### config.mk
export PLATFORM = sky130hd
export DESIGN_NAME = lut_eval
export DESIGN_NICKNAME = d
export VERILOG_FILES = /design/src/rtl/lut_eval_pkg.sv /design/src/rtl/lut_eval.sv
export SDC_FILE = /design/constraint.sdc
export NUM_CORES = 1
export LEC_CHECK = 0
export ABC_AREA = 1
export CORE_ASPECT_RATIO = 1.25
export CORE_MARGIN = 10
export CORE_UTILIZATION = 45
export DETAILED_ROUTE_END_ITERATION = 6
export PLACE_DENSITY = 0.71
export RECOVER_POWER = 100
export SLEW_MARGIN = 10
export SYNTH_ARGS = -nofsm -noshare
export SYNTH_HDL_FRONTEND = slang
export SYNTH_SLANG_ARGS = --single-unit
export TNS_END_PERCENT = 100
### constraint.sdc
create_clock -name clk -period 2.8 [get_ports clk]
set_clock_uncertainty 0.05 [all_clocks]
set_input_delay 0.84 -clock clk [delete_from_list [all_inputs] [get_ports clk]]
set_output_delay 0.84 -clock clk [all_outputs]
set_load 0.01 [all_outputs]
### src/rtl/lut_eval_pkg.sv
// lut_eval_pkg -- shared definitions for the lut_eval block.
//
// Contents:
//   N_IN_MIN / N_IN_MAX : legal range of the N_IN parameter of lut_eval.
//   n_in_legal()        : range check helper for N_IN.
//   sweep_state_e       : state encoding of the optional sweep FSM
//                         (present only when LUT_EVAL_SWEEP_EN is defined).
package lut_eval_pkg;

  localparam int N_IN_MIN = 2;
  localparam int N_IN_MAX = 8;

  typedef enum logic [1:0] {
    SW_IDLE = 2'd0,
    SW_RUN  = 2'd1,
    SW_DONE = 2'd2
  } sweep_state_e;

  function automatic bit n_in_legal(input int n);
    return (n >= N_IN_MIN) && (n <= N_IN_MAX);
  endfunction

endpackage

### src/rtl/lut_eval.sv
// lut_eval -- programmable N_IN-input Boolean function (truth-table LUT)
// with a one-deep valid/ready output stage and an optional table sweep.
//
// Configuration macro: LUT_EVAL_SWEEP_EN
//   defined   : sweep ports and sweep FSM are present.
//   undefined : sweep ports are absent and no sweep logic exists.
//
// Parameters:
//   N_IN  number of Boolean inputs (legal range in lut_eval_pkg, 2..8)
//   INIT  truth-table contents after reset (bit i = result for vector i)
//
// Ports:
//   clk, rst                 clock, asynchronous active-high reset
//   cfg_we/cfg_addr/cfg_data table entry write (visible next cycle)
//   in_valid/in_ready/in_vec input vector handshake
//   out_valid/out_ready      result handshake
//   out_q, out_vec           result and the vector that produced it
//   sweep_start              start counting ones in the table (SWEEP_EN)
//   sweep_busy               sweep in RUN or DONE (SWEEP_EN)
//   sweep_done               one-cycle completion pulse (SWEEP_EN)
//   sweep_count              number of table entries equal to 1 (SWEEP_EN)
//
// Handshake: a transfer happens on a rising edge where valid && ready are
// both high. The producer holds valid and data until the transfer; ready
// may depend on the consumer state but never on valid in the same cycle.
// in_ready = (!out_valid || out_ready) && !sweep_busy, so a held result
// blocks new vectors while a draining result allows one in the same cycle.
module lut_eval
  import lut_eval_pkg::*;
#(
  parameter int                  N_IN = 4,
  parameter logic [2**N_IN-1:0]  INIT = '0
) (
  input  logic            clk,
  input  logic            rst,
  input  logic            cfg_we,
  input  logic [N_IN-1:0] cfg_addr,
  input  logic            cfg_data,
  input  logic            in_valid,
  output logic            in_ready,
  input  logic [N_IN-1:0] in_vec,
  output logic            out_valid,
  input  logic            out_ready,
  output logic            out_q,
  output logic [N_IN-1:0] out_vec
`ifdef LUT_EVAL_SWEEP_EN
  ,
  input  logic            sweep_start,
  output logic            sweep_busy,
  output logic            sweep_done,
  output logic [N_IN:0]   sweep_count
`endif
);

  localparam int DEPTH = 2**N_IN;

  logic [DEPTH-1:0] lut_q, lut_d;
  logic             out_valid_q, out_valid_d;
  logic             out_q_q, out_q_d;
  logic [N_IN-1:0]  out_vec_q, out_vec_d;
  logic             busy_w;  // sweep owns the block (RUN or DONE)
  logic             run_w;   // sweep is reading the table
  logic             accept_w;

  // ---------------------------------------------------------------------
  // Optional sweep FSM: walks every table entry once and counts the ones.
  // ---------------------------------------------------------------------
`ifdef LUT_EVAL_SWEEP_EN
  // The index is one bit wider than the table address so the walk over
  // all 2**N_IN entries and the final count never wrap.
  localparam logic [N_IN:0] LAST_IDX = (N_IN+1)'(DEPTH - 1);

  sweep_state_e  state_q, state_d;
  logic [N_IN:0] idx_q, idx_d;
  logic [N_IN:0] cnt_q, cnt_d;

  always_ff @(posedge clk or posedge rst) begin
    if (rst) begin
      state_q <= SW_IDLE;
      idx_q   <= '0;
      cnt_q   <= '0;
    end else begin
      state_q <= state_d;
      idx_q   <= idx_d;
      cnt_q   <= cnt_d;
    end
  end

  always_comb begin
    state_d = state_q;
    idx_d   = idx_q;
    cnt_d   = cnt_q;
    case (state_q)
      SW_IDLE: begin
        if (sweep_start) begin
          state_d = SW_RUN;
          idx_d   = '0;
          cnt_d   = '0;
        end
      end
      SW_RUN: begin
        cnt_d = cnt_q + (N_IN+1)'(lut_q[idx_q[N_IN-1:0]]);
        idx_d = idx_q + (N_IN+1)'(1);
        if (idx_q == LAST_IDX) begin
          state_d = SW_DONE;
        end
      end
      SW_DONE: begin
        state_d = SW_IDLE;
      end
      default: begin
        state_d = SW_IDLE;
      end
    endcase
  end

  assign busy_w      = (state_q != SW_IDLE);
  assign run_w       = (state_q == SW_RUN);
  assign sweep_busy  = busy_w;
  assign sweep_done  = (state_q == SW_DONE);
  assign sweep_count = cnt_q;
`else
  assign busy_w = 1'b0;
  assign run_w  = 1'b0;
`endif

  // ---------------------------------------------------------------------
  // Truth table. A write lands at the clock edge, so an evaluation of the
  // same entry in the same cycle still sees the old value. Writes that
  // arrive while the sweep is reading the table are dropped so the count
  // reflects one consistent table.
  // ---------------------------------------------------------------------
  always_comb begin
    lut_d = lut_q;
    if (cfg_we && !run_w) begin
      lut_d[cfg_addr] = cfg_data;
    end
  end

  always_ff @(posedge clk or posedge rst) begin
    if (rst) begin
      lut_q <= INIT;
    end else begin
      lut_q <= lut_d;
    end
  end

  // ---------------------------------------------------------------------
  // Evaluation and one-deep output register.
  // ---------------------------------------------------------------------
  assign in_ready = (!out_valid_q || out_ready) && !busy_w;
  assign accept_w = in_valid && in_ready;

  always_comb begin
    out_valid_d = out_valid_q;
    out_q_d     = out_q_q;
    out_vec_d   = out_vec_q;
    if (accept_w) begin
      out_valid_d = 1'b1;
      out_q_d     = lut_q[in_vec];
      out_vec_d   = in_vec;
    end else if (out_ready) begin
      out_valid_d = 1'b0;
    end
  end

  always_ff @(posedge clk or posedge rst) begin
    if (rst) begin
      out_valid_q <= 1'b0;
      out_q_q     <= 1'b0;
      out_vec_q   <= '0;
    end else begin
      out_valid_q <= out_valid_d;
      out_q_q     <= out_q_d;
      out_vec_q   <= out_vec_d;
    end
  end

  assign out_valid = out_valid_q;
  assign out_q     = out_q_q;
  assign out_vec   = out_vec_q;

endmodule

======== Yosys cells after proc, flatten, opt, wreduce, memory -nomap -nowiden ========
Cells that the tools add are included.
cells by class
  $lt $le $gt $ge ......................... 3
  muxes and demuxes ....................... 7
  reductions and logical operators ........ 5
operators by type and width
  operator            number
  $bwmux 16           1
  $lt 4x5->1 const B  2
  $bmux 1 s4          1
  $demux 1 s4         1
  $ge 4x1->1 const B  1
  $mux 1              4
  $logic_and 1x1->1   2
  $reduce_bool 2->1   1
  $logic_not 1->1     1
  $logic_or 1x1->1    1
storage, ports and cells
  register bits ........................... 22
  output and inout bits ................... 7
  word-level logic and storage cells ...... 19

======== Depth between registers and ports, before layout ========
  word-level depth ........................ 5
  depth in mapped cells ................... 10

======== Worst setup path after synthesis ========
No wires, ideal clock.
  path kind ............................... input to output
  start ................................... input port out_ready
  end ..................................... output port in_ready
  arrival ................................. 0.974 ns
  setup slack ............................. 0.936 ns
  stages on the path ...................... 2
  cells stage by stage .................... inv_1 -> nand2_1
on the way
  cells in the longest elaborated chain, start to end .. 1
ends and longest elaborated chain
  what              line             RTL
  from (decl)       lut_eval.sv:43   input logic out_ready,
  $logic_or 1x1->1  lut_eval.sv:151  assign in_ready = (!out_valid_q || out_ready) && !busy_w;
  to (decl)         lut_eval.sv:40   output logic in_ready,
No other way between the ends.

======== Worst setup path in the final report ========
Ends and elaborated chain as after synthesis.

==> results_dict.tcl <==
set metrics [dict create \
    place_hpwl_um 1900 \
    port_buffers 20 \
    tightestPinTransition_ns 1.16 \
    cts_buffers 3 \
    tns_ns 0 \
    ys_top_cells_by_count "nand2_1, dfrtp_1, nand3_1, nor2_1, inv_1" \
    grt_max_degree 23 \
    cts_buffer_depth 2 \
    postRouteAntennaNets 0 \
    synth_xor_area_frac 0 \
    endpoint_kind "primary output" \
    grt_pass1_vias 975 \
    ys_warn_count 0 \
    post_cts_resized 1 \
    cap_viol_max_count 0 \
    htree_levels 1 \
    hold_viol_final 0 \
    synth_edf_count 0 \
    leakagePower_nw 0.635 \
    maxSlewHeadroom 0.225 \
    synth-compound-area-share 0.109 \
    dr.pass1.iters 4 \
    hold_buffers 0 \
    finalCritPeriodShare 0.950 \
    intPower_uw 514 \
    fp.dieArea_um2 4800 \
    critPathMaxFanout 2 \
    synthAdderAreaFrac 0 \
    pwr-share-seq 0.571 \
    grt_remaining_overflow 0 \
    syn2layout_area_growth_pct 21.4 \
    min_path_type "reg -> reg" \
    clock-root-buffer "clkbuf_4" \
    synth_ff_type "dfrtp_1" \
    clk_pin_slew_ns 0.11 \
    netSwitchingFraction 0.298 \
    r2r_cells 4 \
    routed_wl_um 2400 \
    synth-simple-area-share 0.313 \
    vias 985 \
    gp_congestion 0.879 \
    synth.area.mux_share 0 \
    crit_type "in -> out" \
    initial_core_util 0.483 \
    post_cts_buffers 0 \
    synth_cells 143 \
    maxSlewViolCount 0 \
    core_um2 2260 \
    drive_above_1_share 0.0366 \
    netlist_top_cells_area "dfrtp_1, nand2_1, nand3_1" \
    dieHeight_um 75.0 \
    clockPowerShare 0.188 \
    ios 21 \
    grt_pass1_wl_um 4220 \
    nets 180 \
    fmax_ghz 0.376 \
    critPathLaunch "out_ready" \
    power.density_nw_per_um2 553 \
    syn_avg_cell_area_um2 7.62 \
    drc 0 \
    place_ws_ns -0.0443 \
    routedWlPerCell_um 12.3 \
    cts_tree "built" \
    postLayoutCoreUtil 0.586 \
    grt_usage 0.110 \
    rsz0062_at_grt "no" \
    status "finished clean" \
    setup_violations 0 \
    yosysMostFrequentCell "nand2_1" \
    rows 19 \
    r2r_start "out_valid$_DFFE_PP0P_" \
    startpoint_type "primary input" \
    crit_end "in_ready" \
    layout_setup_ws_ns 0.141 \
    worstPathArrival_ns 1.77 \
    worstPathRequired_ns 1.91 \
    async_reset_ff_frac 1.00 \
    cts_sinks 22 \
    yosysTopAreaCellShare 0.505 \
    reg2reg_to "out_vec[2]$_DFFE_PP0P_" \
    fp.dieW_um 64.0 \
    clock_latency_ns 0.30 \
    antenna_found_initial 0 \
    synth_cell_types 17 \
    synth_top_family_by_area "simple AND/OR/NAND/NOR gates" \
    seq_area_frac_synth 0.505 \
    synth-seq-cells 22 \
    irDropWorstVdd_uv 410 \
    syn_area_um2 1090 \
    reg2reg_slack_ns 1.65 \
    synth_area_leader_cell "dfrtp_1" \
    routed_via_density 5.05 \
    finalCriticalPeriod_ns 2.66 \
    diodes 0 \
    drtIter0Drc 61 \
    p_comb_frac 0.241 \
    switchingPower_uw 218 \
    syn-num-nets 157 \
]
==> power by group through the flow <==
stage	Clock (mW)	Sequential, mW	Combinational, mW
after detailed placement	0	0.425	0.189
final	0.137	0.418	0.177
after global routing	0.164	0.428	0.203
after CTS	0.142	0.419	0.189
after floorplan	0	0.421	0.111
after global placement	0	0.424	0.183
==> area by class of cell <==
class                      count  area (um2)
tap                           31        38.8
sequential                    22         551
inverter                      14        52.6
multi-input combinational    103         448
timing repair buffer          22         210
fill                         221         936
clock buffer                   3        22.5
==> cells in the final DEF (no fill, tap or decap) <==
cell type	instances
inv_2	1
dfrtp_1	22
nor2_1	18
clkbuf_4	4
clkbuf_1	1
inv_1	13
dlygate4sd3_1	12
nand2_1	40
dlygate4sd2_1	1
o21ai_0	9
a21oi_1	11
nand3_1	18
nor2_2	1
a31oi_1	3
clkdlybuf4s50_1	7
nor3_1	3
==> worst min path at each step <==
stage	start	to	cells after the start	slack (ns)
2_1_floorplan	lut_q[0]$_DFFE_PP0P_	lut_q[0]$_DFFE_PP0P_	2	0.40
3_3_place_gp	out_vec[2]$_DFFE_PP0P_	out_vec[2]$_DFFE_PP0P_	2	0.42
3_5_place_dp	lut_q[4]$_DFFE_PP0P_	lut_q[4]$_DFFE_PP0P_	2	0.42
4_1_cts	lut_q[4]$_DFFE_PP0P_	lut_q[4]$_DFFE_PP0P_	2	0.45
5_1_grt	lut_q[4]$_DFFE_PP0P_	lut_q[4]$_DFFE_PP0P_	2	0.47
6_report	out_q$_DFFE_PP0P_	out_q$_DFFE_PP0P_	2	0.44
==> critical path, stage by stage <==
cell and delay [ns]:
dlygate4sd3_1 0.53, inv_1 0.05, nand2_1 0.06, dlygate4sd2_1 0.29
==> flip-flops by register name (all words and copies together) (netlist names) <==
register,count
lut_q,16
out_q,1
out_vec,4
out_valid,1
==> cells by family after synthesis <==
logic type / Yosys count
compound gates: 23
buf+inv: 18
flops: 22
simple gates: 80
==> metal layers <==
metal	up-vias	track usage	wire length, um
met5	-	0	0
met4	0	0.0584	67
met1	439	0.119	1090
li1	507	-	-
met2	32	0.189	1090
met3	7	0.0326	152
==> metrics by stage <==
stage                     area, um2  total power [mW]  hold WS [ns]  instances
after floorplan                1090             0.531         0.403        143
after global placement         1320             0.607         0.415        192
after detailed placement       1320             0.614         0.423        192
after CTS                      1340             0.749         0.450        195
after global routing           1320             0.795         0.475        195
final                          1320             0.732         0.440        195
No activity file was read; power rests on OpenSTA's default activity.
